==> config.mk <==
export PLATFORM = sky130hd
export DESIGN_NAME = pipelined_cache_miss_ctrl_flat
export DESIGN_NICKNAME = d
export VERILOG_FILES = /design/src/rtl/pipelined_cache_miss_ctrl_pkg.sv /design/src/rtl/pipelined_cache_miss_ctrl_if.sv /design/src/rtl/pipelined_cache_miss_ctrl_sat_counter.sv /design/src/rtl/pipelined_cache_miss_ctrl.sv /design/src/flat_wrapper.sv
export SDC_FILE = /design/constraint.sdc
export NUM_CORES = 1
export LEC_CHECK = 0
export CAP_MARGIN = 10
export CORE_MARGIN = 4
export CORE_UTILIZATION = 34
export CTS_BUF_LIST = sky130_fd_sc_hd__clkbuf_4 sky130_fd_sc_hd__clkbuf_8
export DETAILED_ROUTE_END_ITERATION = 8
export PLACE_DENSITY_LB_ADDON = 0.3
export SYNTH_ARGS = -nofsm -noshare
export SYNTH_HDL_FRONTEND = slang
export SYNTH_HIERARCHICAL = 1
export SYNTH_SLANG_ARGS = --single-unit
==> constraint.sdc <==
create_clock -name clk -period 3.3 [get_ports clk]
set_clock_uncertainty 0.15 [all_clocks]
set_input_delay 0.66 -clock clk [delete_from_list [all_inputs] [get_ports clk]]
set_output_delay 0.66 -clock clk [all_outputs]
set_load 0.1 [all_outputs]
==> src/rtl/pipelined_cache_miss_ctrl_pkg.sv <==
`default_nettype none
// ============================================================================
// Module   : pipelined_cache_miss_ctrl_pkg
// Purpose  : Shared cache geometry, miss-FSM encoding and line-address helper.
// Revision : 1.0
// ============================================================================
package pipelined_cache_miss_ctrl_pkg;

    localparam int c_S_OFFSET = 5;
    localparam int c_S_INDEX  = 3;
    localparam int c_S_TAG    = 24;

    localparam logic [1:0] c_ST_IDLE      = 2'd0;
    localparam logic [1:0] c_ST_WRITEBACK = 2'd1;
    localparam logic [1:0] c_ST_FILL      = 2'd2;
    localparam logic [1:0] c_ST_REPLAY    = 2'd3;

    typedef enum logic [1:0] {
        IDLE      = c_ST_IDLE,
        WRITEBACK = c_ST_WRITEBACK,
        FILL      = c_ST_FILL,
        REPLAY    = c_ST_REPLAY
    } miss_state_t;

    // Clears the byte-offset bits of an address to form a line address.
    function automatic logic [31:0] line_mask(input int offset_bits);
        return ~((32'd1 << offset_bits) - 32'd1);
    endfunction

    localparam logic [31:0] c_LINE_MASK = line_mask(c_S_OFFSET);

endpackage
`default_nettype wire

==> src/rtl/pipelined_cache_miss_ctrl_if.sv <==
`default_nettype none
// ============================================================================
// Module   : pipelined_cache_miss_ctrl_if
// Purpose  : Stage-register, physical-memory and array-control bundle.
// Revision : 1.0
// ============================================================================
interface pipelined_cache_miss_ctrl_if
    import pipelined_cache_miss_ctrl_pkg::*;
#(
    parameter int S_TAG = c_S_TAG,
    parameter int CNT_W = 16
) ();

    logic             req_valid_i;
    logic             hit_i;
    logic             dirty_i;
    logic             lru_i;
    logic [31:0]      address_i;
    logic [S_TAG-1:0] victim_tag_i;
    logic             pmem_resp_i;
    logic             cnt_clr_i;
    logic             stall_o;
    logic             force_load_o;
    logic             pmem_read_o;
    logic             pmem_write_o;
    logic [31:0]      pmem_address_o;
    logic             way_o;
    logic             load_data_o;
    logic             load_tag_o;
    logic             set_valid_o;
    logic             clr_dirty_o;
    logic [CNT_W-1:0] miss_count_o;
    logic [CNT_W-1:0] wb_count_o;

    modport master (
        input  req_valid_i, hit_i, dirty_i, lru_i, address_i, victim_tag_i,
               pmem_resp_i, cnt_clr_i,
        output stall_o, force_load_o, pmem_read_o, pmem_write_o, pmem_address_o,
               way_o, load_data_o, load_tag_o, set_valid_o, clr_dirty_o,
               miss_count_o, wb_count_o
    );

    modport slave (
        output req_valid_i, hit_i, dirty_i, lru_i, address_i, victim_tag_i,
               pmem_resp_i, cnt_clr_i,
        input  stall_o, force_load_o, pmem_read_o, pmem_write_o, pmem_address_o,
               way_o, load_data_o, load_tag_o, set_valid_o, clr_dirty_o,
               miss_count_o, wb_count_o
    );

endinterface
`default_nettype wire

==> src/rtl/pipelined_cache_miss_ctrl_sat_counter.sv <==
`default_nettype none
// ============================================================================
// Module   : sat_counter
// Purpose  : Saturating up-counter with clear taking priority over increment.
// Revision : 1.0
// ============================================================================
module sat_counter #(
    parameter int W = 16
) (
    input  logic         clk,
    input  logic         rst,
    input  logic         inc,
    input  logic         clr,
    output logic [W-1:0] count
);

    logic [W-1:0] r_count;

    always_ff @(posedge clk or negedge rst) begin
        if (!rst) begin
            r_count <= '0;
        end else if (clr) begin
            r_count <= '0;
        end else if (inc && (r_count != '1)) begin
            r_count <= r_count + W'(1);
        end
    end

    assign count = r_count;

endmodule
`default_nettype wire

==> src/rtl/pipelined_cache_miss_ctrl.sv <==
`default_nettype none
// ============================================================================
// Module   : pipelined_cache_miss_ctrl
// Purpose  : Miss handler: victim writeback, line fill, refill and replay.
// Revision : 1.0
// ============================================================================
module pipelined_cache_miss_ctrl
    import pipelined_cache_miss_ctrl_pkg::*;
#(
    parameter int S_OFFSET = c_S_OFFSET,
    parameter int S_INDEX  = c_S_INDEX,
    parameter int S_TAG    = c_S_TAG,
    parameter int CNT_W    = 16
) (
    input  logic                        clk,
    input  logic                        rst,
    pipelined_cache_miss_ctrl_if.master bus
);

    localparam logic [31:0] c_LINE_MASK_P = line_mask(S_OFFSET);

    if (S_TAG + S_INDEX + S_OFFSET != 32) begin : g_bad_addr_split
        $error("S_TAG + S_INDEX + S_OFFSET must equal 32");
    end

    logic [1:0]       r_state;
    logic [1:0]       w_state_nxt;
    logic [31:0]      r_line_addr;
    logic [S_TAG-1:0] r_victim_tag;
    logic             r_way;

    logic             w_miss;
    logic             w_miss_inc;
    logic             w_wb_inc;
    logic [31:0]      w_wb_addr;
    logic             w_stall;
    logic             w_force_load;
    logic             w_pmem_read;
    logic             w_pmem_write;
    logic [31:0]      w_pmem_addr;
    logic             w_load_data;
    logic             w_load_tag;
    logic             w_set_valid;
    logic             w_clr_dirty;
    logic [CNT_W-1:0] w_miss_count;
    logic [CNT_W-1:0] w_wb_count;

    assign w_miss     = bus.req_valid_i & ~bus.hit_i;
    assign w_miss_inc = (r_state == c_ST_IDLE) & w_miss;
    assign w_wb_inc   = w_miss_inc & bus.dirty_i;
    // Victim line lives at the same set index under the victim's own tag.
    assign w_wb_addr  = {r_victim_tag, r_line_addr[S_OFFSET+S_INDEX-1:S_OFFSET],
                         {S_OFFSET{1'b0}}};

    always_ff @(posedge clk or negedge rst) begin
        if (!rst) begin
            r_state      <= c_ST_IDLE;
            r_line_addr  <= '0;
            r_victim_tag <= '0;
            r_way        <= 1'b0;
        end else begin
            r_state <= w_state_nxt;
            if (w_miss_inc) begin
                r_line_addr  <= bus.address_i & c_LINE_MASK_P;
                r_victim_tag <= bus.victim_tag_i;
                r_way        <= bus.lru_i;
            end
        end
    end

    always_comb begin
        w_state_nxt  = r_state;
        w_stall      = 1'b0;
        w_force_load = 1'b0;
        w_pmem_read  = 1'b0;
        w_pmem_write = 1'b0;
        w_pmem_addr  = '0;
        w_load_data  = 1'b0;
        w_load_tag   = 1'b0;
        w_set_valid  = 1'b0;
        w_clr_dirty  = 1'b0;
        case (r_state)
            c_ST_IDLE: begin
                w_stall = w_miss;
                if (w_miss) begin
                    w_state_nxt = bus.dirty_i ? c_ST_WRITEBACK : c_ST_FILL;
                end
            end
            c_ST_WRITEBACK: begin
                w_stall      = 1'b1;
                w_pmem_write = 1'b1;
                w_pmem_addr  = w_wb_addr;
                if (bus.pmem_resp_i) begin
                    w_clr_dirty = 1'b1;
                    w_state_nxt = c_ST_FILL;
                end
            end
            c_ST_FILL: begin
                w_stall     = 1'b1;
                w_pmem_read = 1'b1;
                w_pmem_addr = r_line_addr;
                if (bus.pmem_resp_i) begin
                    w_load_data = 1'b1;
                    w_load_tag  = 1'b1;
                    w_set_valid = 1'b1;
                    w_clr_dirty = 1'b1;
                    w_state_nxt = c_ST_REPLAY;
                end
            end
            c_ST_REPLAY: begin
                // Stage registers recapture the refilled line; it hits next cycle.
                w_stall      = 1'b1;
                w_force_load = 1'b1;
                w_state_nxt  = c_ST_IDLE;
            end
            default: begin
                w_state_nxt = c_ST_IDLE;
            end
        endcase
    end

    sat_counter #(.W(CNT_W)) u_miss_cnt (
        .clk   (clk),
        .rst   (rst),
        .inc   (w_miss_inc),
        .clr   (bus.cnt_clr_i),
        .count (w_miss_count)
    );

    sat_counter #(.W(CNT_W)) u_wb_cnt (
        .clk   (clk),
        .rst   (rst),
        .inc   (w_wb_inc),
        .clr   (bus.cnt_clr_i),
        .count (w_wb_count)
    );

    assign bus.stall_o        = w_stall;
    assign bus.force_load_o   = w_force_load;
    assign bus.pmem_read_o    = w_pmem_read;
    assign bus.pmem_write_o   = w_pmem_write;
    assign bus.pmem_address_o = w_pmem_addr;
    assign bus.way_o          = r_way;
    assign bus.load_data_o    = w_load_data;
    assign bus.load_tag_o     = w_load_tag;
    assign bus.set_valid_o    = w_set_valid;
    assign bus.clr_dirty_o    = w_clr_dirty;
    assign bus.miss_count_o   = w_miss_count;
    assign bus.wb_count_o     = w_wb_count;

endmodule
`default_nettype wire

==> src/flat_wrapper.sv <==
// flat-port wrapper written by rule: the top's interface ports become plain ports
module pipelined_cache_miss_ctrl_flat import pipelined_cache_miss_ctrl_pkg::*;
#(
    parameter int S_OFFSET = c_S_OFFSET,
    parameter int S_INDEX  = c_S_INDEX,
    parameter int S_TAG    = c_S_TAG,
    parameter int CNT_W    = 16
)
  (clk, rst, bus_req_valid_i, bus_hit_i, bus_dirty_i, bus_lru_i, bus_address_i, bus_victim_tag_i, bus_pmem_resp_i, bus_cnt_clr_i, bus_stall_o, bus_force_load_o, bus_pmem_read_o, bus_pmem_write_o, bus_pmem_address_o, bus_way_o, bus_load_data_o, bus_load_tag_o, bus_set_valid_o, bus_clr_dirty_o, bus_miss_count_o, bus_wb_count_o);
  pipelined_cache_miss_ctrl_if #(.S_TAG(S_TAG), .CNT_W(CNT_W)) bus_i ();
  input  logic clk;
  input  logic rst;
  input wire logic [$bits(bus_i.req_valid_i)-1:0] bus_req_valid_i;
  input wire logic [$bits(bus_i.hit_i)-1:0] bus_hit_i;
  input wire logic [$bits(bus_i.dirty_i)-1:0] bus_dirty_i;
  input wire logic [$bits(bus_i.lru_i)-1:0] bus_lru_i;
  input wire logic [$bits(bus_i.address_i)-1:0] bus_address_i;
  input wire logic [$bits(bus_i.victim_tag_i)-1:0] bus_victim_tag_i;
  input wire logic [$bits(bus_i.pmem_resp_i)-1:0] bus_pmem_resp_i;
  input wire logic [$bits(bus_i.cnt_clr_i)-1:0] bus_cnt_clr_i;
  output wire logic [$bits(bus_i.stall_o)-1:0] bus_stall_o;
  output wire logic [$bits(bus_i.force_load_o)-1:0] bus_force_load_o;
  output wire logic [$bits(bus_i.pmem_read_o)-1:0] bus_pmem_read_o;
  output wire logic [$bits(bus_i.pmem_write_o)-1:0] bus_pmem_write_o;
  output wire logic [$bits(bus_i.pmem_address_o)-1:0] bus_pmem_address_o;
  output wire logic [$bits(bus_i.way_o)-1:0] bus_way_o;
  output wire logic [$bits(bus_i.load_data_o)-1:0] bus_load_data_o;
  output wire logic [$bits(bus_i.load_tag_o)-1:0] bus_load_tag_o;
  output wire logic [$bits(bus_i.set_valid_o)-1:0] bus_set_valid_o;
  output wire logic [$bits(bus_i.clr_dirty_o)-1:0] bus_clr_dirty_o;
  output wire logic [$bits(bus_i.miss_count_o)-1:0] bus_miss_count_o;
  output wire logic [$bits(bus_i.wb_count_o)-1:0] bus_wb_count_o;
  assign bus_i.req_valid_i = bus_req_valid_i;
  assign bus_i.hit_i = bus_hit_i;
  assign bus_i.dirty_i = bus_dirty_i;
  assign bus_i.lru_i = bus_lru_i;
  assign bus_i.address_i = bus_address_i;
  assign bus_i.victim_tag_i = bus_victim_tag_i;
  assign bus_i.pmem_resp_i = bus_pmem_resp_i;
  assign bus_i.cnt_clr_i = bus_cnt_clr_i;
  assign bus_stall_o = bus_i.stall_o;
  assign bus_force_load_o = bus_i.force_load_o;
  assign bus_pmem_read_o = bus_i.pmem_read_o;
  assign bus_pmem_write_o = bus_i.pmem_write_o;
  assign bus_pmem_address_o = bus_i.pmem_address_o;
  assign bus_way_o = bus_i.way_o;
  assign bus_load_data_o = bus_i.load_data_o;
  assign bus_load_tag_o = bus_i.load_tag_o;
  assign bus_set_valid_o = bus_i.set_valid_o;
  assign bus_clr_dirty_o = bus_i.clr_dirty_o;
  assign bus_miss_count_o = bus_i.miss_count_o;
  assign bus_wb_count_o = bus_i.wb_count_o;
  pipelined_cache_miss_ctrl #(.S_OFFSET(S_OFFSET), .S_INDEX(S_INDEX), .S_TAG(S_TAG), .CNT_W(CNT_W)) u_core (.clk(clk), .rst(rst), .bus(bus_i));
endmodule
==> results list, run 1 <==
- The flow ran to the end, and the final reports show no timing, DRC or antenna violations.
* Routability congestion estimate: 0.824
* Final period util: 93.5%
* Fraction of power consumed by sequential logic: 24.2%
- Post-synthesis sequential area ratio: 47.5%
* Internal Power: 0.00339 W
- Measured against its own limit, the worst slew margin works out to 40.0%.
- The worst register-to-register path ends at u_core/u_miss_cnt/count[3].
* Avg Cell Area, Syn: 11.3 µm²
- Worst IR Drop VDD: 0.830 mV
- The worst register-to-register path begins at u_core/r_state[0].
* Drt first pass iters: 4
* Fraction of layout instances using a drive strength above 1: 37.3%
* Area share of the largest cell type after synthesis: 47.5%
- Clock tree buffer depth: 2
- Non-filler instance count after layout: 701
* Clock latency reported for the late side of the worst-skew pair: 360 ps
- The net count of the finished layout is 595.
* TritonCTS clock tree: done
* IO Port Bufs: 126
* Required time of the critical path: 2490 ps
- Endpoint type of the worst setup path: output port
- Tightest Pin Transition: 898 ps
- First-pass GRT wire length: 19200 µm
- Number of antenna violations at the first check in global routing: 0
- Total track usage: 16.0%
- For this configuration, the core starts out at a cell density of 35.3%.
- CTS H-Tree Depth: 3
- TNS Setup: 0 ps
- In this design, the stage delay of the slowest critical-path cell is 600 ps.
- After clock tree synthesis, the setup repair step added 0 buffers.
- The die covers 0.0152 mm².
* Post-route design area: 0.00649 mm²
* Core Footprint: 0.0128 mm²
- Num Clock Sinks: 86
- In this run, the combinational gates consume 64.2% of the power.
- Maximum operating frequency: 324 MHz
- After clock tree synthesis, the clock-pin slew on the worst setup and hold paths is 80 ps.
- Die extent in y: 123 µm
* Pwr dens: 1000 mW/mm²
- Ports: 137
- Row count: 41
- Final hold violations: 0
- Async SR Flop Fraction: 100%
* Placed standard-cell area: 0.00628 mm²
- Type of the tightest min-delay check: in -> async
- Minimum setup slack among reg-to-reg paths: 660 ps
- Type of origin of the critical path: flop
* Clock Root Buffer: sky130_fd_sc_hd__clkbuf_8
- The routed design could run at a clock period as short as 3090 ps.
- Number of instances in the synthesized netlist: 401
- Setup repair after global routing missed its margin: false
* Worst setup endpoint: bus_pmem_address_o[7]
- On the critical path, the stage with the largest delay is an instance of sky130_fd_sc_hd__ha_1.
- The critical path starts at u_core/r_state[1].
- DRC violation total after the first TritonRoute iteration: 245
* Overflow after GRT: 0
- The netlist uses 38 different library cells.
- The area growth from synthesis to layout is 43.2%.
- Via count of the first global-routing pass: 3772
- Wires add up to 11700 µm.
* Largest cells by area after synthesis: sky130_fd_sc_hd__dfrtp_1 (47%), sky130_fd_sc_hd__mux2_2 (13%), sky130_fd_sc_hd__nor2b_1 (4.4%)
- Net Switching: 0.00313 W
- In the routed design, unresolved DRC markers number 0.
- Of all cell types, the one taking the most synthesized area is sky130_fd_sc_hd__dfrtp_1.
- Once detail routing completed, the nets flagged for antenna violations numbered 0.
- Final setup violation count: 0
- Net switching is 48.0% of the power.
* DR vias: 3678
- Combined area of all synthesized cells: 0.00453 mm²
- The share of total power dissipated in the clock network is 11.6%.
- The completed layout was analyzed and its total power is 0.00651 W.
- In this run the worst path has a maximum fanout of 11.
- The number of placed instances, taps included, is 684.
- Pin count of the biggest net entering global routing: 45
- Worst slack at placement: 323 ps
- After detailed routing, the number of vias per cell comes to 5.25.
* Max-cap violation count: 0
* Final setup slack of the worst path: 214 ps
* Leakage power figure: 2.75 nW
- Predominant post-synthesis flop cell: sky130_fd_sc_hd__dfrtp_1
- Number of buffers created by CTS: 9
- STA puts the critical path data arrival time at 2280 ps.
* Post-synth EDFFs: 0
- Ys Warns: 6
* Flip-flop and latch count after synthesis: 86
- The worst setup path is of the reg -> out kind.
- Once detailed placement completed, the half-perimeter wirelength came to 8220 µm.
- The worst register-to-register path has a depth of 8.
- Horizontal extent of the die: 123 µm
- Final Max Slew Viols: 0
- WL/cell: 16.6 µm
- Cell-by-cell trace of the critical path: inv_1, ha_1, o21ai_0, nor2_4, buf_12
## kinds of logic after synthesis
| kind of cell | synth area share, % |
|---|---|
| multiplexers | 15.6 |
| AND/OR/NAND/NOR | 18.0 |
| AO/OA/AOI/OAI | 11.1 |
| buffers and inverters | 5.52 |
| adder cells (fa/ha/maj) | 2.21 |
| flip-flops | 47.5 |
| other | 0.0827 |
## metrics by stage
| step | hold slack (ps) | util (%) |
|---|---|---|
| final | 128 | 50.6 |
| after global routing | 152 | 50.6 |
| after CTS | 137 | 50.5 |
| after detailed placement | 346 | 49.0 |
| after global placement | 340 | 49.0 |
| after floorplan | 214 | - |
## registers in the layout (all words and copies together), names as in the netlist
name                     cells
u_core/r_line_addr          27
u_core/bus.way_o             1
u_core/r_state               2
u_core/u_wb_cnt/count       16
u_core/r_victim_tag         24
u_core/u_miss_cnt/count     16
## power by group through the flow
| stage | Sequential, W | Clock, W | Combinational, W |
|---|---|---|---|
| 4_1_cts | 0.00157 | 0.000796 | 0.00421 |
| 3_3_place_gp | 0.00158 | 0 | 0.00416 |
| 2_1_floorplan | 0.00161 | 0 | 0.00289 |
| 5_1_grt | 0.00162 | 0.000840 | 0.00436 |
| 6_report | 0.00157 | 0.000756 | 0.00418 |
| 3_5_place_dp | 0.00159 | 0 | 0.00420 |
## metal layers
metal / vias up / GRT usage [%] / share of wire (%)
met3: 9 / 8.46 / 11
met4: 0 / 4.01 / 0.95
li1: 1718 / - / -
met2: 134 / 24.3 / 47
met5: - / 0 / 0
met1: 1817 / 20.0 / 41
## placed cells by master (no fill, tap or decap), types with 3 or more instances in the layout
cell type                         Yosys  layout
sky130_fd_sc_hd__buf_4                7      51
sky130_fd_sc_hd__inv_1               11      11
sky130_fd_sc_hd__mux2_1               8       8
sky130_fd_sc_hd__clkinv_2             0       3
sky130_fd_sc_hd__nor2b_2              0       6
sky130_fd_sc_hd__dfrtp_1             86      86
sky130_fd_sc_hd__ha_1                 8       7
sky130_fd_sc_hd__mux2i_1              3       3
sky130_fd_sc_hd__buf_12               0      30
sky130_fd_sc_hd__o31ai_1             14      14
sky130_fd_sc_hd__and3_1               4       4
sky130_fd_sc_hd__nand2_1             15      15
sky130_fd_sc_hd__and4_2               4       4
sky130_fd_sc_hd__clkbuf_8             0      10
sky130_fd_sc_hd__o21ai_1              6       6
sky130_fd_sc_hd__o21ai_0              4       4
sky130_fd_sc_hd__nor2b_4              0      18
sky130_fd_sc_hd__nand4_1             12      12
sky130_fd_sc_hd__a21oi_1             22      22
sky130_fd_sc_hd__and2_1               3       3
sky130_fd_sc_hd__nor2_1              12       9
sky130_fd_sc_hd__conb_1               1       5
sky130_fd_sc_hd__or4_2                4       4
sky130_fd_sc_hd__or3_1                4       4
sky130_fd_sc_hd__mux2_2              52      52
sky130_fd_sc_hd__nor2b_1             32       8
sky130_fd_sc_hd__clkdlybuf4s50_1      0      57
sky130_fd_sc_hd__nand3_1              6       6
sky130_fd_sc_hd__a22oi_1             24      24
sky130_fd_sc_hd__or4_1               10      10
sky130_fd_sc_hd__nor4_1               8       8
## synth_stat cells, drive strengths merged, types with 2 or more instances
cell type	number
nand3b	2
nor2	13
o21ai	10
mux2i	3
o31ai	14
and4	4
a21oi	22
and2	3
nand2	15
nor2b	32
a22oi	24
inv	11
buf	20
and3	4
ha	8
mux2	60
o211ai	2
nor3	2
clkbuf	11
nand3	6
or3	6
a211oi	2
dfrtp	86
nor4	10
or4	14
nand4	14
## cell type report
class,instances,area [µm²]
Multi-Input combinational cell,277,2330
Clock buffer,10,138
Fill cell,1158,6330
Tap cell,172,215
Clock inverter,6,61.3
Timing Repair Buffer,138,1550
Antenna cell,1,2.50
Inverter,11,41.3
Sequential cell,86,2150
## critical path: cells and delay by family (launching register included)
family	cells	cell delay, ps
adder cells (fa/ha/maj)	1	600
buffers and inverters	2	310
flip-flops	1	440
AO/OA/AOI/OAI	1	360
AND/OR/NAND/NOR	1	200
## worst min-delay path by stage
stage                           start                           to  slack [ps]
2_1_floorplan                     rst             u_core/bus.way_o         210
3_3_place_gp    u_core/r_line_addr[5]        u_core/r_line_addr[5]         340
3_5_place_dp   u_core/r_line_addr[14]       u_core/r_line_addr[14]         350
4_1_cts                           rst        u_core/r_line_addr[8]         140
5_1_grt                           rst  u_core/u_miss_cnt/count[12]         150
6_report                          rst  u_core/u_miss_cnt/count[13]         130
## what timing repair did
action                     CTS  global route
setup endpoints to repair    0             1
hold buffers                 0             0
resized for setup            0             1
No activity file was read; power rests on OpenSTA's default activity.
==> inputs of run 2 (changes only) <==
clock period = 2.6 ns   (was 3.3 ns; I/O delays follow)
==> run 2 against run 1 <==
  * Worst setup slack got worse by 110 ps
  * Critical path depth unchanged
  * Critical path type unchanged
  * Worst hold slack improved by 220 ps
  * Count of clock-buffer cells in the layout increased by 2
  * Die area unchanged
  * Global-route usage increased by 0.46 points
==> results list, run 2 (synthesized netlist as in run 1, its figures left out) <==
- Die extent in y: 123 µm (unchanged)
* CTS H-Tree Depth: 3 (unchanged)
* TNS Setup: 0 ps (unchanged)
- The count of nets left with antenna violations after detail routing is 0 (unchanged).
* Detailed Route WL: 12200 µm (+5.0%)
* Routed wl met2: 5930 µm (+7.8%)
* Leakage power figure: 2.84 nW (+3.4%)
* Run status: finished, final reports clean
- The post-detailed-placement half-perimeter wirelength was 8420 µm (+2.5%).
- The required time of the worst setup path was 1930 ps (-560 ps).
- The number of cell instances on the worst register-to-register path was 9 (+1).
- Internal Power: 0.00446 W (+32%)
* Worst slack at placement: -42.2 ps (-365 ps)
- The number of slew-limit violations in the final report was 0 (unchanged).
- STA classifies the critical path endpoint as an output port.
- Routability congestion estimate: 0.801 (-2.9%)
- The wire length per cell after detailed routing is 17.2 µm (+3.2%).
- The clock edge transition at the registers on the reported setup and hold paths is 90 ps (about the same).
- The register with the most flip-flops in the final layout is u_core/r_line_addr.
* Total power after layout: 0.00854 W (+31%)
- The port buffer count came to 126 (unchanged).
- Fraction of layout instances using a drive strength above 1: 40.5% (+3.2 points)
- Share of power burned in combinational logic: 66.2% (+2.0 points)
* DRC violation total after the first TritonRoute iteration: 274 (+12%)
* Endpoint of the worst-slack reg-to-reg timing path: u_core/u_wb_cnt/count[15]
* Metal-1 WL: 5110 µm (+6.6%)
* Data arrival, critical path: 1820 ps (-460 ps)
- The diode insertion count for antenna repair came to 0 (-1).
- Pwr dens: 1270 mW/mm² (+27%)
* Ports: 137 (unchanged)
- Among all stages on the critical path, the largest delay is contributed by sky130_fd_sc_hd__dfrtp_2.
- The critical path goes through inv_2, ha_4, buf_4, nor2b_4, buf_12.
- Final hold violations: 0 (unchanged)
- The buffering stage count on the worst path with inverters included is 3 (+1).
- The largest voltage drop on the vdd net was 1.31 mV (+58%).
- The setup slack after layout is 109 ps (-105 ps).
- The width of the die was 123 µm (unchanged).
* Final setup violation count: 0 (unchanged)
- Overflow after GRT: 0 (unchanged)
* Area of the die: 0.0152 mm² (unchanged)
* Starting Density: 35.3% (unchanged)
- The highest metal layer carrying signal wires in the routed design is met4.
- The area inside the core boundary was 0.0128 mm² (unchanged).
- The total CTS buffers was 9 (unchanged).
- The clock insertion delay at the later pin of the skew report came to 370 ps (about the same).
* Startpoint of the worst register-to-register path: u_core/r_state[1]
- Leaving out fill and tap cells, the most frequent cell in the layout is sky130_fd_sc_hd__dfrtp_1.
* Top delay family on crit path: buffers and inverters
* Tightest Pin Transition: 563 ps (-335 ps)
- In this run the clock root is driven by a sky130_fd_sc_hd__clkbuf_8.
- The min-delay analysis places its worst path in the category in -> async.
* TritonCTS clock tree: done
- The overall via count from detail_route was 3704 (+0.71%).
* Worst slew margin relative to its limit: 62.5% (+23 points)
- Final worst path period need: 2490 ps
- Final period util: 95.8%
- Minimum setup slack among reg-to-reg paths: 220 ps (-440 ps)
- The clock power share is 10.4% (-1.2 points).
* Fraction of power consumed by sequential logic: 23.4% (-0.8 points)
- Top library cells by usage in the layout, fill and taps aside: sky130_fd_sc_hd__dfrtp_1 (81), sky130_fd_sc_hd__clkdlybuf4s50_1 (57), sky130_fd_sc_hd__buf_4 (54), sky130_fd_sc_hd__mux2_2 (52), sky130_fd_sc_hd__buf_12 (36)
- Via count of the first global-routing pass: 3825 (+1.4%)
- Pin count of the biggest net entering global routing: 44 (-2.2%)
- STA classifies the critical path startpoint as a flop.
- Drt first pass iters: 5 (+1)
- Growth of design area from synthesis to finish: 48.2%
- The residual DRC count came to 0 (unchanged).
- DP Cell Count: 687 (+0.44%)
- Num Clock Sinks: 86 (unchanged)
* Max-cap violation count: 0 (unchanged)
* Total track usage: 16.4% (+0.46 points)
- Via count normalized by instance count: 5.19 (-0.99%)
- Net Switching: 0.00408 W (+31%)
* Non-filler instance count after layout: 713 (+1.7%)
- Row count: 41 (unchanged)
- Registers with the highest flip-flop counts: u_core/r_line_addr (27), u_core/r_victim_tag (24)
- Slowest Stage Delay on Critical Path: 430 ps (-170 ps)
* First-pass GRT wire length: 19300 µm (+0.54%)
- For this run, the top clock speed supported by timing is 401 MHz.
* Placed standard-cell area: 0.00640 mm² (+2.0%)
- Filler cell count in the final layout: 1137 (-1.8%)
- Setup repair after global routing missed its margin: true
- The worst-path maximum fanout is 9 (-2).
- Critical path type: reg -> out
- Detailed-routed wire length on met3: 1060 µm (-15%)
* Max FFs per register: 27 (unchanged)
- Number of nets in the final layout: 608 (+2.2%)
- The initial antenna violation count is 0 (unchanged).
- The final non-filler cell area was 0.00672 mm² (+3.5%).
* Switching Fraction: 47.8% (-0.22 points)
- The buffer depth of the longest clock path was 2 (unchanged).
-- run 2: stage by stage --
| stage | hold slack, ps | utilization [%] |
|---|---|---|
| after floorplan | 74.4 | - |
| after global placement | 188 | 49.9 |
| after detailed placement | 189 | 49.9 |
| after CTS | 323 | 52.2 |
| after global routing | 346 | 52.4 |
| final | 343 | 52.4 |
-- run 2: worst reg2reg max path: stages (launching register included) --
cell,delay (ps)
sky130_fd_sc_hd__dfrtp_2,460
sky130_fd_sc_hd__inv_2,130
sky130_fd_sc_hd__ha_4,150
sky130_fd_sc_hd__inv_1,80
sky130_fd_sc_hd__nor2_8,130
sky130_fd_sc_hd__and2_1,160
sky130_fd_sc_hd__buf_4,120
sky130_fd_sc_hd__nand3_1,120
sky130_fd_sc_hd__nor4_1,400
sky130_fd_sc_hd__mux2_1,360
-- run 2: per-layer routing --
| metal | GRT usage, % | up-vias |
|---|---|---|
| met5 | 0 | - |
| met4 | 4.84 | 0 |
| met3 | 7.32 | 10 |
| met2 | 26.2 | 116 |
| met1 | 20.1 | 1853 |
| li1 | - | 1725 |
-- run 2: final cells by class --
| cell class | instances | area [µm²] | area share, % |
|---|---|---|---|
| clock buffer | 12 | 159 | 2.37 |
| clock inverter | 4 | 22.5 | 0.335 |
| inverter | 11 | 41.3 | 0.615 |
| multi-input combinational | 277 | 2380 | 35.4 |
| sequential | 86 | 2160 | 32.1 |
| tap | 172 | 215 | 3.20 |
| timing repair buffer | 151 | 1740 | 25.9 |
-- run 2: worst max path at each step --
| stage | startpoint | end | slack (ps) | depth (start not counted) |
|---|---|---|---|---|
| floorplan | u_core/r_state[1] | bus_clr_dirty_o | -130 | 5 |
| global placement | bus_req_valid_i | u_core/u_wb_cnt/count[15] | 30 | 8 |
| detailed placement | bus_req_valid_i | u_core/u_wb_cnt/count[15] | -40 | 8 |
| CTS | u_core/r_state[1] | bus_pmem_address_o[8] | 10 | 5 |
| global route | u_core/r_state[1] | bus_pmem_address_o[8] | 0.4 | 5 |
| finish | u_core/r_state[1] | bus_pmem_address_o[8] | 110 | 5 |
-- run 2: timing repair --
action,in CTS,in global routing
pin swaps,1,0
setup endpoints to repair,28,12
hold buffers,1,0
resized for setup,3,5
setup buffers,9,0
endpoints found under the hold margin,6,0
-- run 2: power groups by stage --
stage / Sequential (W) / Combinational, W / Clock (W)
floorplan: 0.00205 / 0.00373 / 0
global placement: 0.00200 / 0.00541 / 0
detailed placement: 0.00203 / 0.00545 / 0
CTS: 0.00200 / 0.00565 / 0.000933
global route: 0.00205 / 0.00589 / 0.000984
finish: 0.00200 / 0.00565 / 0.000890
